[src/rtl/ex_muldiv_pkg.sv]
// Shared widths, RV32M operation encodings and FSM state type for the EX-stage multiply/divide unit.
package ex_muldiv_pkg;

    localparam int REG_DATA_WIDTH = 32;
    localparam int REG_ADDR_WIDTH = 5;

    localparam logic [2:0] MULDIV_MUL    = 3'b000;
    localparam logic [2:0] MULDIV_MULH   = 3'b001;
    localparam logic [2:0] MULDIV_MULHSU = 3'b010;
    localparam logic [2:0] MULDIV_MULHU  = 3'b011;
    localparam logic [2:0] MULDIV_DIV    = 3'b100;
    localparam logic [2:0] MULDIV_DIVU   = 3'b101;
    localparam logic [2:0] MULDIV_REM    = 3'b110;
    localparam logic [2:0] MULDIV_REMU   = 3'b111;

    localparam logic [6:0] MULDIV_FUNCT7 = 7'b0000001;

    localparam int MULDIV_CYCLES = 32;

    typedef enum logic [1:0] {
        ST_IDLE = 2'b00,
        ST_CALC = 2'b01,
        ST_FIX  = 2'b10,
        ST_DONE = 2'b11
    } muldiv_state_e;

    // rs1 is treated as signed for MULH, MULHSU, DIV and REM.
    function automatic logic opASigned(input logic [2:0] f3);
        return (f3 == MULDIV_MULH) || (f3 == MULDIV_MULHSU) ||
               (f3 == MULDIV_DIV)  || (f3 == MULDIV_REM);
    endfunction

    function automatic logic opBSigned(input logic [2:0] f3);
        return (f3 == MULDIV_MULH) || (f3 == MULDIV_DIV) || (f3 == MULDIV_REM);
    endfunction

endpackage

[src/rtl/ex_muldiv_datapath.sv]
// Radix-2 multiply/divide datapath: 64-bit shift-add / restoring shift-subtract register
// plus the final sign-fix negation and result selection.
module muldiv_datapath
    import ex_muldiv_pkg::*;
#(
    parameter int XLEN = REG_DATA_WIDTH
) (
    input  logic            clk,
    input  logic            rst,
    input  logic            i_load,
    input  logic            i_loadDiv,
    input  logic            i_step,
    input  logic [XLEN-1:0] i_aMag,
    input  logic [XLEN-1:0] i_bMag,
    input  logic [2:0]      i_funct3,
    input  logic            i_negProd,
    input  logic            i_negRem,
    output logic [XLEN-1:0] o_fixResult
);

    logic [2*XLEN-1:0] r_acc;
    logic [XLEN-1:0]   r_opnd;

    logic [2*XLEN-1:0] w_accNext;
    logic [2*XLEN-1:0] w_prod;
    logic [XLEN-1:0]   w_addend;
    logic [XLEN-1:0]   w_diffLow;
    logic [XLEN-1:0]   w_remNext;
    logic [XLEN-1:0]   w_quot;
    logic [XLEN-1:0]   w_rem;
    logic [XLEN:0]     w_sum;
    logic [XLEN:0]     w_partial;
    logic              w_ge;

    // Multiply: conditional add of the multiplicand into the high half, then shift right.
    assign w_addend = r_acc[0] ? r_opnd : '0;
    assign w_sum    = {1'b0, r_acc[2*XLEN-1:XLEN]} + {1'b0, w_addend};

    // Divide: the shifted partial remainder needs one extra bit before the compare.
    assign w_partial = {r_acc[2*XLEN-1:XLEN], r_acc[XLEN-1]};
    assign w_ge      = (w_partial >= {1'b0, r_opnd});
    assign w_diffLow = w_partial[XLEN-1:0] - r_opnd;
    assign w_remNext = w_ge ? w_diffLow : w_partial[XLEN-1:0];

    assign w_accNext = i_funct3[2] ? {w_remNext, r_acc[XLEN-2:0], w_ge}
                                   : {w_sum, r_acc[XLEN-1:1]};

    assign w_prod = i_negProd ? -r_acc : r_acc;
    assign w_quot = i_negProd ? -r_acc[XLEN-1:0] : r_acc[XLEN-1:0];
    assign w_rem  = i_negRem  ? -r_acc[2*XLEN-1:XLEN] : r_acc[2*XLEN-1:XLEN];

    // MUL never carries sign flags, so its low word is the raw unsigned product.
    always_comb begin
        o_fixResult = w_prod[XLEN-1:0];
        case (i_funct3)
            MULDIV_MUL:                             o_fixResult = w_prod[XLEN-1:0];
            MULDIV_MULH, MULDIV_MULHSU, MULDIV_MULHU: o_fixResult = w_prod[2*XLEN-1:XLEN];
            MULDIV_DIV, MULDIV_DIVU:                o_fixResult = w_quot;
            default:                                o_fixResult = w_rem;
        endcase
    end

    always_ff @(posedge clk or negedge rst) begin
        if (!rst) begin
            r_acc  <= '0;
            r_opnd <= '0;
        end else if (i_load) begin
            r_opnd <= i_loadDiv ? i_bMag : i_aMag;
            r_acc  <= {{XLEN{1'b0}}, (i_loadDiv ? i_aMag : i_bMag)};
        end else if (i_step) begin
            r_acc <= w_accNext;
        end
    end

endmodule

[src/rtl/ex_muldiv.sv]
// Iterative RV32M multiply/divide unit for the EX stage: stalls the front end while a
// 32-step radix-2 operation runs, then presents a one-cycle result beat to EX/MEM.
module ex_muldiv
    import ex_muldiv_pkg::*;
#(
    parameter int XLEN    = REG_DATA_WIDTH,
    parameter int RADDR_W = REG_ADDR_WIDTH
) (
    input  logic               clk,
    input  logic               rst,
    input  logic               start,
    input  logic [2:0]         funct3,
    input  logic [XLEN-1:0]    op_a,
    input  logic [XLEN-1:0]    op_b,
    input  logic [RADDR_W-1:0] rd_in,
    input  logic               flush,
    output logic               stall,
    output logic               done,
    output logic [XLEN-1:0]    result,
    output logic [RADDR_W-1:0] rd_out
);

    localparam int               CNT_W    = $clog2(MULDIV_CYCLES);
    localparam logic [CNT_W-1:0] CNT_LAST = CNT_W'(MULDIV_CYCLES - 1);
    localparam logic [XLEN-1:0]  INT_MIN  = {1'b1, {(XLEN-1){1'b0}}};

    muldiv_state_e r_state;
    muldiv_state_e w_nextState;

    logic [CNT_W-1:0]   r_count;
    logic [2:0]         r_funct3;
    logic               r_signA;
    logic               r_signB;
    logic [RADDR_W-1:0] r_rdHold;
    logic [RADDR_W-1:0] r_rdOut;
    logic [XLEN-1:0]    r_result;

    logic            w_accept;
    logic            w_divZero;
    logic            w_overflow;
    logic            w_special;
    logic            w_signA;
    logic            w_signB;
    logic            w_load;
    logic            w_step;
    logic [XLEN-1:0] w_aMag;
    logic [XLEN-1:0] w_bMag;
    logic [XLEN-1:0] w_specialResult;
    logic [XLEN-1:0] w_fixResult;

    assign w_accept = (r_state == ST_IDLE) && start && !flush;

    assign w_signA = opASigned(funct3) & op_a[XLEN-1];
    assign w_signB = opBSigned(funct3) & op_b[XLEN-1];
    assign w_aMag  = w_signA ? -op_a : op_a;
    assign w_bMag  = w_signB ? -op_b : op_b;

    // Divide-by-zero and signed overflow have fixed answers and skip the iteration.
    assign w_divZero  = funct3[2] && (op_b == '0);
    assign w_overflow = ((funct3 == MULDIV_DIV) || (funct3 == MULDIV_REM)) &&
                        (op_a == INT_MIN) && (op_b == {XLEN{1'b1}});
    assign w_special  = w_divZero || w_overflow;

    always_comb begin
        w_specialResult = op_a;
        if (w_divZero) begin
            w_specialResult = funct3[1] ? op_a : {XLEN{1'b1}};
        end else if (funct3[1]) begin
            w_specialResult = '0;
        end
    end

    always_ff @(posedge clk or negedge rst) begin
        if (!rst) begin
            r_state <= ST_IDLE;
        end else begin
            r_state <= w_nextState;
        end
    end

    always_comb begin
        w_nextState = r_state;
        case (r_state)
            ST_IDLE: begin
                if (w_accept) begin
                    w_nextState = w_special ? ST_DONE : ST_CALC;
                end
            end
            ST_CALC: begin
                if (flush) begin
                    w_nextState = ST_IDLE;
                end else if (r_count == CNT_LAST) begin
                    w_nextState = ST_FIX;
                end
            end
            ST_FIX:  w_nextState = flush ? ST_IDLE : ST_DONE;
            ST_DONE: w_nextState = ST_IDLE;
            default: w_nextState = ST_IDLE;
        endcase
    end

    // The front end must never see a stall while the unit is held in reset.
    always_comb begin
        stall  = 1'b0;
        done   = 1'b0;
        w_load = 1'b0;
        w_step = 1'b0;
        case (r_state)
            ST_IDLE: begin
                stall  = w_accept;
                w_load = w_accept && !w_special;
            end
            ST_CALC: begin
                stall  = 1'b1;
                w_step = 1'b1;
            end
            ST_FIX:  stall = 1'b1;
            ST_DONE: done  = 1'b1;
            default: ;
        endcase
        if (!rst) begin
            stall = 1'b0;
        end
    end

    always_ff @(posedge clk or negedge rst) begin
        if (!rst) begin
            r_count  <= '0;
            r_funct3 <= '0;
            r_signA  <= 1'b0;
            r_signB  <= 1'b0;
            r_rdHold <= '0;
            r_rdOut  <= '0;
            r_result <= '0;
        end else begin
            if (w_accept) begin
                r_count  <= '0;
                r_funct3 <= funct3;
                r_signA  <= w_signA;
                r_signB  <= w_signB;
                r_rdHold <= rd_in;
                if (w_special) begin
                    r_result <= w_specialResult;
                    r_rdOut  <= rd_in;
                end
            end else if (r_state == ST_CALC) begin
                r_count <= r_count + 1'b1;
            end
            // Result and rd only change on entry to DONE; consumers qualify them with done.
            if ((r_state == ST_FIX) && !flush) begin
                r_result <= w_fixResult;
                r_rdOut  <= r_rdHold;
            end
        end
    end

    muldiv_datapath #(
        .XLEN(XLEN)
    ) u_datapath (
        .clk        (clk),
        .rst        (rst),
        .i_load     (w_load),
        .i_loadDiv  (funct3[2]),
        .i_step     (w_step),
        .i_aMag     (w_aMag),
        .i_bMag     (w_bMag),
        .i_funct3   (r_funct3),
        .i_negProd  (r_signA ^ r_signB),
        .i_negRem   (r_signA),
        .o_fixResult(w_fixResult)
    );

    assign result = r_result;
    assign rd_out = r_rdOut;

endmodule

[config.mk]
export PLATFORM = sky130hd
export DESIGN_NAME = ex_muldiv
export DESIGN_NICKNAME = d
export VERILOG_FILES = /design/src/rtl/ex_muldiv_pkg.sv /design/src/rtl/ex_muldiv_datapath.sv /design/src/rtl/ex_muldiv.sv
export SDC_FILE = /design/constraint.sdc
export NUM_CORES = 1
export LEC_CHECK = 0
export BUFFER_PORTS_ARGS = -buffer_cell sky130_fd_sc_hd__buf_2
export CAP_MARGIN = 20
export CORE_ASPECT_RATIO = 1.4
export CORE_MARGIN = 4
export CORE_UTILIZATION = 25
export DETAILED_ROUTE_END_ITERATION = 7
export HOLD_SLACK_MARGIN = 0.08
export SYNTH_ARGS = -nofsm -noshare
export SYNTH_HDL_FRONTEND = slang
export SYNTH_SLANG_ARGS = --single-unit
[constraint.sdc]
create_clock -name clk -period 6.9 [get_ports clk]
set_clock_uncertainty 0.1 [all_clocks]
set_input_delay 0.345 -clock clk [delete_from_list [all_inputs] [get_ports clk]]
set_output_delay 0.345 -clock clk [all_outputs]
set_load 0.02 [all_outputs]
# Yosys cells after proc, flatten, opt, wreduce, memory -nomap -nowiden
# Cells that the tools add are included.
[op_classes] n_addsub=8 mul=0 n_div=0 n_lt_le_gt_ge=1 eq_ne=17 n_shift=0 muxes=35 bitwise=3 n_reduce_logical=28
[op_table] operator="$mux W32" n=14
[op_table] operator="$mux W64" n=4
[op_table] operator="$neg A32 Y32" n=4
[op_table] operator="$pmux W32 S3" n=1
[op_table] operator="$eq A32 B32 Y1 const B" n=2
[op_table] operator="$neg A64 Y64" n=1
[op_table] operator="$add A32 B32 Y33" n=1
[op_table] operator="$ge A33 B32 Y1" n=1
[op_table] operator="$logic_not A32 Y1" n=1
[op_table] operator="$sub A32 B32 Y32" n=1
[op_table] operator="$mux W5" n=5
[op_table] operator="$eq A3 B3 Y1 const B" n=4
[op_table] operator="$mux W2" n=5
[op_table] operator="$eq A3 B2 Y1 const B" n=3
[op_table] operator="$pmux W2 S4" n=1
[op_table] operator="$reduce_bool A2 Y1" n=4
[op_table] operator="$logic_and A1 B1 Y1" n=7
[op_table] operator="$logic_or A1 B1 Y1" n=7
[op_table] operator="$eq A3 B1 Y1 const B" n=2
[op_table] operator="$add A5 B1 Y5 const B" n=1
[op_table] operator="$eq A5 B5 Y1 const B" n=1
[op_table] operator="$eq A2 B2 Y1 const B" n=2
[op_table] operator="$mux W1" n=4
[op_table] operator="$reduce_and A2 Y1" n=2
[op_table] operator="11 further kinds" n=14
[totals] register_bits=150 latchBits=0 mem_bits_rw=0 romBits=0 in_bits=76 out_inout_bits=39 mem_count=0

# Logic depth before layout (Yosys ltp)
# Gate-level depths: netlist of the first run.
[logic_depth] depth_word=9 mapped_depth=15

# Cells and area by module
# Synthesis of the first run repeated with hierarchy kept, for this count alone.
[unflattened] hier_cells=2091 area_unflattened_um2=15874.0
[by_module_without_submodules] module="muldiv_datapath" instances=1 cells_per_inst=1548 area_per_inst_um2=11484.8
[by_module_without_submodules] module="ex_muldiv" instances=1 cells_per_inst=543 area_per_inst_um2=4389.2

# Worst setup path after synthesis of the first run
# OpenSTA, ideal clock, no wires.
[synth_path] path_kind="reg-to-reg" from="reg u_datapath.r_acc[0]" to="reg u_datapath.r_acc[60]" setup_time_ns=0.139 arrival_ns=3.311 t_required_ns=6.661 setup_slack_ns=3.350 path_stages_with_launch=15 n_path_buf=1 path_cell_list="dfrtp_1 -> inv_1 -> clkbuf_1 -> nor2_1 -> ha_1 -> a2111oi_0 -> o21ai_0 -> o311ai_0 -> o21a_1 -> a21oi_1 -> a2111o_1 -> a41oi_1 -> o21ai_0 -> a2111oi_0 -> nor4_1"
[synth_via] elab_chain_len=5
[synth_rtl] element="start, declared" line_no="ex_muldiv_datapath.sv:21" source="logic [2*XLEN-1:0] r_acc;"
[synth_rtl] element="start signal, assigned" line_no="ex_muldiv_datapath.sv:69" source="r_acc <= {{XLEN{1'b0}}, (i_loadDiv ? i_aMag : i_bMag)};"
[synth_rtl] element="start signal, assigned" line_no="ex_muldiv_datapath.sv:71" source="r_acc <= w_accNext;"
[synth_rtl] element="$mux W32" line_no="ex_muldiv_datapath.sv:36" source="assign w_addend = r_acc[0] ? r_opnd : '0;"
[synth_rtl] element="$add A32 B32 Y33" line_no="ex_muldiv_datapath.sv:37" source="assign w_sum = {1'b0, r_acc[2*XLEN-1:XLEN]} + {1'b0, w_addend};"
[synth_rtl] element="$mux W64" line_no="ex_muldiv_datapath.sv:45" source="assign w_accNext = i_funct3[2] ? {w_remNext, r_acc[XLEN-2:0], w_ge}"
[synth_rtl] element="$mux W64" line_no="ex_muldiv_datapath.sv:70" source="end else if (i_step) begin"
[synth_rtl] element="$mux W64" line_no="ex_muldiv_datapath.sv:67" source="end else if (i_load) begin"
# No other way between the ends. The select of a mux whose other input is x is not followed.
# A chain may end at the register's enable or synchronous reset.

# Worst setup path after layout of the first run
[layout_path] from="reg u_datapath.r_acc[34]" to="reg u_datapath.r_acc[62]"
[layout_via] elab_chain_len=5
[layout_rtl] element="$sub A32 B32 Y32 or $ge A33 B32 Y1 (tied branches)" line_no="ex_muldiv_datapath.sv:42, ex_muldiv_datapath.sv:41"
[layout_rtl] element="$mux W32" line_no="ex_muldiv_datapath.sv:43" source="assign w_remNext = w_ge ? w_diffLow : w_partial[XLEN-1:0];"
[layout_rtl] element="$mux W64 *" line_no="ex_muldiv_datapath.sv:45"
[layout_rtl] element="$mux W64 *" line_no="ex_muldiv_datapath.sv:70"
[layout_rtl] element="$mux W64 *" line_no="ex_muldiv_datapath.sv:67"
# Mark *: on every way between the ends. The rest lies on a longest branch, timed or not. The select of a mux whose other input is x is not followed.

==> flow_metrics.env, run 1 <==
export IMPL_cts_sinks=150
export IMPL_cts_setup_buffers=0
export IMPL_critical_path_reg2reg_startpoint="u_datapath.r_acc[34]$_DFFE_PN0P_"
export IMPL_area_growth_synth_to_final_pct=12.0
export IMPL_min_period_ps=4370
export IMPL_num_io_pins=115
export IMPL_dp_hpwl_um=44000
export IMPL_ff2ff_setup_slack_ps=2530
export IMPL_tns_ps=0
export IMPL_drt_pass1_iterations=5
export IMPL_seq_area_um2=3750
export IMPL_cp_max_fo=13
export IMPL_synth_distinct_cells=78
export IMPL_hold_viol=0
export IMPL_drt_vias_per_instance=5.37
export IMPL_cts_buffers_inserted=17
export IMPL_drtIter0Drc=1088
export IMPL_root_buffer="clkbuf_16"
export IMPL_cp_required_ps=7140
export IMPL_path_clk_slew_ps=70
export IMPL_vdd_drop_max_mv=0.214
export IMPL_multiInputGateArea_um2=10900
export IMPL_grt_max_degree=100
export IMPL_cpMaxStageDelayCell="and2_0"
export IMPL_routed_wirelength_um=57300
export IMPL_overflow=0
export IMPL_finalWorstSetupSlack_ps=2530
export IMPL_portBuffers=114
export IMPL_routabilityCongestion=1.02
export IMPL_start_kind="flip-flop"
export IMPL_drc=0
export IMPL_post_place_ws_ps=2530
export IMPL_ys_seq_elements=150
export IMPL_rows=107
export IMPL_synth_async_reset_ratio=1.00
export IMPL_maxSlewHeadroom=0.340
export IMPL_r2r_end="u_datapath.r_acc[62]$_DFFE_PN0P_"
export IMPL_final_core_utilization=0.284
export IMPL_syn_area_um2=15500
export IMPL_min_path_type="input port to flip-flop"
export IMPL_p_per_area_nw_per_um2=545
export IMPL_syn_num_nets=2251
export IMPL_grt_pass1_vias=15000
export IMPL_slowest_delay_ps=540
export IMPL_grt_total_usage=0.171
export IMPL_cts_tree="yes"
export IMPL_crit_start="u_datapath.r_acc[34]$_DFFE_PN0P_"
export IMPL_crit_arrival_ps=4610
export IMPL_nNetsFinal=2255
export IMPL_setup_viol=0
export IMPL_critPathKind="flip-flop to flip-flop"
export IMPL_grt_first_pass_wirelength_um=89100
export IMPL_finalCritPeriodShare=0.633
export IMPL_outcome="finished, final reports clean"
export IMPL_max_cap_viol_count=0
export IMPL_num_fill_cells=6757
export IMPL_vias=15800
export IMPL_drive_above_1_share=0.103
export IMPL_start_util=0.253
export IMPL_path_common_cell="a21oi_1"
export IMPL_cp_cell_sequence="ha_1, nand3_1, o21bai_1, a21oi_1, o2111ai_1, a21oi_1, o21ai_0, and2_0, buf_4, a2111oi_0, o22ai_1, a221o_1"
export IMPL_core_um2=61200
export IMPL_postLayoutCellArea_um2=17300
export IMPL_slew_viol_final=0
export IMPL_rr_worst_depth=12
export IMPL_syn_area_per_cell_um2=7.38
export IMPL_hold_slack_ps=145
export IMPL_cts_resized=0
export IMPL_synth_edff_count=0
export IMPL_cts_hold_buf=6
export IMPL_wire_per_inst_um=19.6
export IMPL_dieArea_um2=66100
export IMPL_synthCells=2098
export IMPL_die_w_um=218
export IMPL_worst_pin_slew_ps=991
export IMPL_antenna_found_initial=0
export IMPL_insertion_delay_ps=460
export IMPL_die_height_um=303
export IMPL_worstSetupEndpoint="u_datapath.r_acc[62]$_DFFE_PN0P_"
export IMPL_rsz0062_at_grt="no"
export IMPL_ys_warn_count=0
export IMPL_crit_path_end_kind="flip-flop"
export IMPL_postRouteAntennaNets=0
export IMPL_ys_flop_type="dfrtp_1"
export IMPL_cts_buffer_depth=2
export IMPL_placed_area_um2=16700
export IMPL_p_leak_nw=6.86
export IMPL_cts_max_level=4
export IMPL_timing_fmax_mhz=229
export IMPL_ys_seq_area_frac=0.242
==> stage by stage <==
step | power, mW | cells
finish | 9.45 | 2933
detailed placement | 8.36 | 2894
CTS | 9.37 | 2932
floorplan | 6.67 | 2098
global route | 10.2 | 2932
global placement | 8.36 | 2894
==> cell usage in the layout (no fill, tap or decap), types with 69 or more instances in the layout <==
cell type / count
a21oi_1: 223
buf_2: 112
dfrtp_1: 149
ha_1: 74
inv_1: 69
nand2_1: 275
nor2_1: 180
o211ai_1: 69
o21ai_0: 180
xnor2_1: 111
xor2_1: 92
==> sequential cells by signal (all words and copies together), names as in the netlist <==
register           flops
u_datapath.r_acc      64
result                32
u_datapath.r_opnd     32
r_count                5
r_rdHold               5
rd_out                 5
r_funct3               3
r_state                2
r_signA                1
r_signB                1
==> final cells by class <==
class | count | share of cell area
antenna | 1 | 0.000144
inverter | 69 | 0.0149
sequential | 150 | 0.216
timing repair buffer | 144 | 0.0472
clock buffer | 18 | 0.0253
clock inverter | 14 | 0.00786
multi-input combinational | 1720 | 0.629
tap | 817 | 0.0589
==> cell families after synthesis <==
group / Yosys count / share of synthesized area
AOI/OAI and AO/OA: 739 / 0.301
xor gates and xnor gates: 205 / 0.116
adders and majority gates: 77 / 0.0632
buffers and inverters: 228 / 0.0567
DFF: 150 / 0.242
muxes: 41 / 0.0267
and+or+nand+nor: 658 / 0.194
==> metal layers <==
metal  track usage  share of wire  vias to the layer above  wire (um)
met1         0.208           0.40                     7497      23000
li1              -              -                     7612          -
met4        0.0801          0.049                        0       2810
met3        0.0215          0.049                      108       2830
met2         0.300           0.50                      546      28700
met5             0              0                        -          0
==> where the power goes <==
part	total, mW	switching, mW	internal (mW)
logic	6.51	3.94	2.57
clock network	0.951	0.434	0.517
registers	1.99	0.665	1.32
==> how the worst min path moves through the flow <==
stage	cells past startpoint	end	start
6_report	3	r_funct3[0]$_DFFE_PN0P_	funct3[0]
5_1_grt	3	r_funct3[0]$_DFFE_PN0P_	funct3[0]
4_1_cts	3	r_funct3[0]$_DFFE_PN0P_	funct3[0]
3_5_place_dp	1	r_count[2]$_DFFE_PN0P_	rst
3_3_place_gp	1	r_count[3]$_DFFE_PN0P_	rst
2_1_floorplan	0	r_count[0]$_DFFE_PN0P_	rst
==> worst max-delay path: cells and delay by family, from the launching register on <==
kind	cells	cell delay, ps
flops	1	510
buf+inv	1	320
compound gates	8	2140
simple gates	2	730
fa+ha+maj	1	440
==> synth_stat cells, drive strengths merged, types with 4 or more instances <==
cell       n  share of area
a41oi      4         0.0023
o221ai    23          0.013
nand2b    14         0.0057
inv       69          0.017
nand3     24         0.0086
o211ai    69          0.033
mux2i     38          0.025
nand4     26          0.011
o41ai     16          0.012
a2111oi    4         0.0023
a21oi    223          0.072
or2        5         0.0022
nor3      35          0.011
a21o      27          0.013
dfrtp    150           0.24
nor3b      5         0.0024
a311oi     6         0.0034
buf       24         0.0073
o21bai     9         0.0044
a211o      4         0.0023
and2       6         0.0024
o21a       5         0.0024
o31ai     30          0.016
a31oi     30          0.012
a211oi    47          0.023
xnor2    112          0.063
o22ai     17         0.0069
a31o       8         0.0045
nor2b     15         0.0061
nor4      24          0.011
o21ai    184          0.059
xor2      93          0.053
clkbuf   135          0.033
and3      11         0.0044
or3       18         0.0079
a21boi     6         0.0029
nand2    275          0.067
ha        75          0.061
a41o       4         0.0026
nor2     183          0.045
or4       11         0.0063
(Power assumes the default switching activity.)
==> run 2, diff against run 1 <==
Clock period 6.9 ns to 3.75 ns, I/O delays scaled along.
==> run 2 against run 1 <==
Against the previous run:
- clock-buffer cell count down 1
- hold slack worse by 41 ps
- via count grew 3.0%
- critical endpoint is now result[11]$_DFFE_PN0P_
- largest power group unchanged
==> flow_metrics.env, run 2 (synthesis results as in run 1) <==
export IMPL_min_path_type="input port to flip-flop"
export IMPL_p_leak_nw=7.54
export IMPL_drt_pass1_iterations=5
export IMPL_multiInputGateArea_um2=11000
export IMPL_rows=107
export IMPL_power_mw=18.6
export IMPL_drive_above_1_share=0.157
export IMPL_die_w_um=218
export IMPL_largest_register="u_datapath.r_acc"
export IMPL_postRouteAntennaNets=0
export IMPL_start_util=0.253
export IMPL_grt_pass1_vias=15600
export IMPL_slew_viol_final=0
export IMPL_root_buffer="clkbuf_16"
export IMPL_cp_max_fo=8
export IMPL_crit_arrival_ps=3770
export IMPL_critPathKind="flip-flop to flip-flop"
export IMPL_antenna_found_initial=1
export IMPL_drc=0
export IMPL_area_growth_synth_to_final_pct=19.7
export IMPL_finalCritPeriodShare=0.955
export IMPL_drt_vias_per_instance=5.29
export IMPL_num_fill_cells=6693
export IMPL_outcome="finished, final reports clean"
export IMPL_crit_path_end_kind="flip-flop"
export IMPL_dp_hpwl_um=46500
export IMPL_wire_per_inst_um=19.3
export IMPL_dieArea_um2=66100
export IMPL_start_kind="flip-flop"
export IMPL_cp_required_ps=3940
export IMPL_drtIter0Drc=1192
export IMPL_layout_commonest_cell="nand2_1"
export IMPL_worst_pin_slew_ps=1010
export IMPL_largest_reg_flops=64
export IMPL_hold_viol=0
export IMPL_cts_buffer_depth=2
export IMPL_maxSlewHeadroom=0.323
export IMPL_cts_max_level=4
export IMPL_path_clk_slew_ps=70
export IMPL_finalNonFillerCells=3067
export IMPL_min_period_ps=3580
export IMPL_setup_viol=0
export IMPL_max_cap_viol_count=0
export IMPL_nNetsFinal=2389
export IMPL_routabilityCongestion=0.990
export IMPL_core_um2=61200
export IMPL_tns_ps=0
export IMPL_die_height_um=303
export IMPL_timing_fmax_mhz=279
export IMPL_grt_max_degree=96
export IMPL_vdd_drop_max_mv=0.435
export IMPL_cts_tree="yes"
export IMPL_portBuffers=114
export IMPL_overflow=0
export IMPL_routed_wirelength_um=59100
export IMPL_cts_sinks=150
export IMPL_grt_first_pass_wirelength_um=91300
export IMPL_final_cell_mix="275 x nand2_1, 222 x a21oi_1, 180 x nor2_1, 180 x o21ai_0, 149 x dfrtp_1"
export IMPL_vias=16200
export IMPL_p_per_area_nw_per_um2=1000
export IMPL_cts_buffers_inserted=17
export IMPL_insertion_delay_ps=460
export IMPL_place_inst=3019
export IMPL_grt_total_usage=0.175
export IMPL_seq_area_um2=3750
export IMPL_num_io_pins=115
==> run 2: cell count changes in the layout (fill, tap and decap cells not counted), sizes merged <==
cell and delta:
dlygate4sd3 +7, inv -2, buf +127, clkbuf -1, clkinvlp +2, bufinv +1
==> run 2: layout make-up <==
cell class,instances,share of cell area
multi-input combinational,1720,0.591
antenna,1,0.000135
clock inverter,15,0.0101
sequential,150,0.202
timing repair buffer,278,0.104
inverter,69,0.0142
clock buffer,17,0.0229
tap,817,0.0551
==> run 2: path summary, 6_finish.rpt <==
kind / start / end / slack [ps] / cells past startpoint
max in group asynchronous: rst / u_datapath.r_acc[21]$_DFFE_PN0P_ / 2420 / 3
min: op_b[29] / u_datapath.r_opnd[29]$_DFFE_PN0P_ / 100 / 5
min in group asynchronous: rst / r_count[3]$_DFFE_PN0P_ / 160 / 2
max reg2reg: u_datapath.r_acc[12]$_DFFE_PN0P_ / result[11]$_DFFE_PN0P_ / 170 / 9
min reg2reg: r_rdHold[3]$_DFFE_PN0P_ / r_rdHold[3]$_DFFE_PN0P_ / 380 / 2
max: u_datapath.r_acc[12]$_DFFE_PN0P_ / result[11]$_DFFE_PN0P_ / 170 / 9
==> run 2: routing by layer <==
layer  part of all wire  vias up  global-route usage
met1               0.41     7690               0.215
met3              0.051      130              0.0225
met5                  0        -                   0
li1                   -     7865                   -
met2               0.49      551               0.300
met4              0.056        0              0.0914
==> run 2: metrics by stage <==
stage	util	instance area [um2]	hold WS, ps	setup slack, ps
after CTS	0.302	18500	80.9	25.0
after global placement	0.290	17700	87.9	58.5
after floorplan	-	15500	-208	200
after global routing	0.303	18500	133	-77.6
after detailed placement	0.290	17700	85.6	41.7
final	0.303	18500	104	168
==> run 2: repair_timing <==
item                                    4_1_cts  5_1_grt
endpoints found under the hold margin        73        0
hold buffers                                 13        0
setup buffers                                 0        2
resized for setup                             0       12
endpoints found under the setup margin        0        6
==> run 2: power breakdown <==
group	internal, mW	total (mW)	switching (mW)
registers	2.44	3.18	0.741
clock network	1.01	1.84	0.828
logic	5.55	13.6	8.05
total	9.00	18.6	9.62
==> run 2: critical path, stage by stage (launching register included) <==
cell	delay, ps
dfrtp_1	470
or4_4	450
or4b_4	540
or3_4	460
or3_4	370
nor2_2	260
a21oi_1	120
xor2_1	160
a211oi_1	390
a21oi_1	80
==> run 3, diff against run 2 <==
Settings changed: CORE_UTILIZATION 25 to 55, PLACE_DENSITY from default to 0.77.
==> run 3 against run 2 <==
Against the previous run:
- non-clock buffer count is 28 lower
- largest power group unchanged
- clock power up 3%
- clock-buffer cell count up 4
- final area is 4.3% lower
- combinational power about the same
==> flow_metrics.env, run 3 (synthesis results as in run 1) <==
export IMPL_outcome="finished, final reports clean"
export IMPL_portBuffers=114
export IMPL_routabilityCongestion=1.01
export IMPL_overflow=0
export IMPL_final_cell_mix="275 x nand2_1, 219 x a21oi_1, 180 x nor2_1, 180 x o21ai_0, 149 x dfrtp_1"
export IMPL_die_height_um=207
export IMPL_drt_pass1_iterations=6
export IMPL_path_clk_slew_ps=70
export IMPL_crit_path_end_kind="flip-flop"
export IMPL_largest_reg_flops=64
export IMPL_grt_pass1_vias=15400
export IMPL_finalCritPeriodShare=0.979
export IMPL_dieArea_um2=31000
export IMPL_antenna_found_initial=1
export IMPL_hold_slack_ps=98.1
export IMPL_cts_sinks=150
export IMPL_insertion_delay_ps=460
export IMPL_die_w_um=150
export IMPL_drt_vias_per_instance=6.41
export IMPL_root_buffer="clkbuf_16"
export IMPL_vdd_drop_max_mv=0.445
export IMPL_worst_pin_slew_ps=838
export IMPL_cp_required_ps=3950
export IMPL_max_cap_viol_count=0
export IMPL_grt_max_degree=93
export IMPL_maxSlewHeadroom=0.439
export IMPL_dp_hpwl_um=42900
export IMPL_place_inst=2549
export IMPL_rsz0062_at_grt="yes"
export IMPL_num_fill_cells=2540
export IMPL_critPathKind="flip-flop to flip-flop"
export IMPL_min_path_type="input port to flip-flop"
export IMPL_final_core_utilization=0.639
export IMPL_p_per_area_nw_per_um2=1040
export IMPL_drive_above_1_share=0.148
export IMPL_layout_commonest_cell="nand2_1"
export IMPL_hold_viol=0
export IMPL_cts_max_level=4
export IMPL_slew_viol_final=0
export IMPL_grt_total_usage=0.353
export IMPL_largest_register="u_datapath.r_acc"
export IMPL_timing_fmax_mhz=272
export IMPL_drc=0
export IMPL_power_mw=18.4
export IMPL_start_util=0.558
export IMPL_area_growth_synth_to_final_pct=14.5
export IMPL_nNetsFinal=2361
export IMPL_p_leak_nw=7.40
export IMPL_routed_wirelength_um=55700
export IMPL_cts_buffers_inserted=17
export IMPL_cp_max_fo=6
export IMPL_cts_tree="yes"
export IMPL_min_period_ps=3670
export IMPL_vias=16600
export IMPL_setup_viol=0
export IMPL_wire_per_inst_um=21.5
export IMPL_rows=72
export IMPL_start_kind="flip-flop"
export IMPL_finalNonFillerCells=2592
export IMPL_crit_arrival_ps=3870
export IMPL_postRouteAntennaNets=0
export IMPL_core_um2=27700
export IMPL_cts_buffer_depth=2
export IMPL_num_io_pins=115
export IMPL_drtIter0Drc=1719
export IMPL_grt_first_pass_wirelength_um=84800
run 3: worst max-delay path, cell delays in order (launching register included):
cell and delay, ps:
dfrtp_1 450, nor4_1 540, or4b_4 580, or3_4 450
or3_4 380, nor2_2 270, nor2_1 110, xor2_1 170
a211oi_2 380, a21oi_1 80
run 3: per-layer routing:
metal / share of wire / global-route usage / up-vias
met2: 0.47 / 0.589 / 843
met3: 0.074 / 0.0485 / 172
met1: 0.39 / 0.436 / 7787
met4: 0.065 / 0.205 / 0
li1: - / - / 7807
met5: 0 / 0 / -
run 3: timing repair:
item,in CTS,in global routing
gates resized for setup,2,12
endpoints found under the setup margin,2,14
hold buffers,9,0
cloned,0,0
endpoints found under the hold margin,71,0
buffers inserted,0,0
run 3: through the flow:
step,worst slack (ps),cell area [um2],setup TNS (ps)
floorplan,200,15500,0
global placement,-26.5,16900,-26.5
detailed placement,-13.6,16900,-14.3
CTS,28.7,17700,0
global route,-37.5,17700,-37.9
finish,79.8,17700,0
run 3: final timing paths:
kind	slack (ps)	from	end	cells after the start
min in group asynchronous	200	rst	result[21]$_DFFE_PN0P_	2
min reg2reg	380	r_rdHold[1]$_DFFE_PN0P_	r_rdHold[1]$_DFFE_PN0P_	2
max	80	u_datapath.r_acc[10]$_DFFE_PN0P_	result[3]$_DFFE_PN0P_	9
max reg2reg	80	u_datapath.r_acc[10]$_DFFE_PN0P_	result[3]$_DFFE_PN0P_	9
min	100	op_a[25]	result[25]$_DFFE_PN0P_	5
max in group asynchronous	2410	rst	u_datapath.r_opnd[4]$_DFFE_PN0P_	3
run 3: report_power, final:
group / switching (mW) / internal [mW] / leakage [nW]
registers: 0.792 / 2.44 / 1.79
clock network: 0.749 / 1.15 / 0.300
logic: 7.95 / 5.32 / 5.31
total: 9.49 / 8.91 / 7.40
run 3: cell type report:
class	instances	area, um2	share of cell area
antenna	1	2.50	0.000141
clock buffer	21	460	0.0260
clock inverter	11	174	0.00980
inverter	69	259	0.0146
multi-input combinational	1720	11000	0.618
sequential	150	3750	0.212
tap	370	463	0.0261
timing repair buffer	250	1670	0.0940
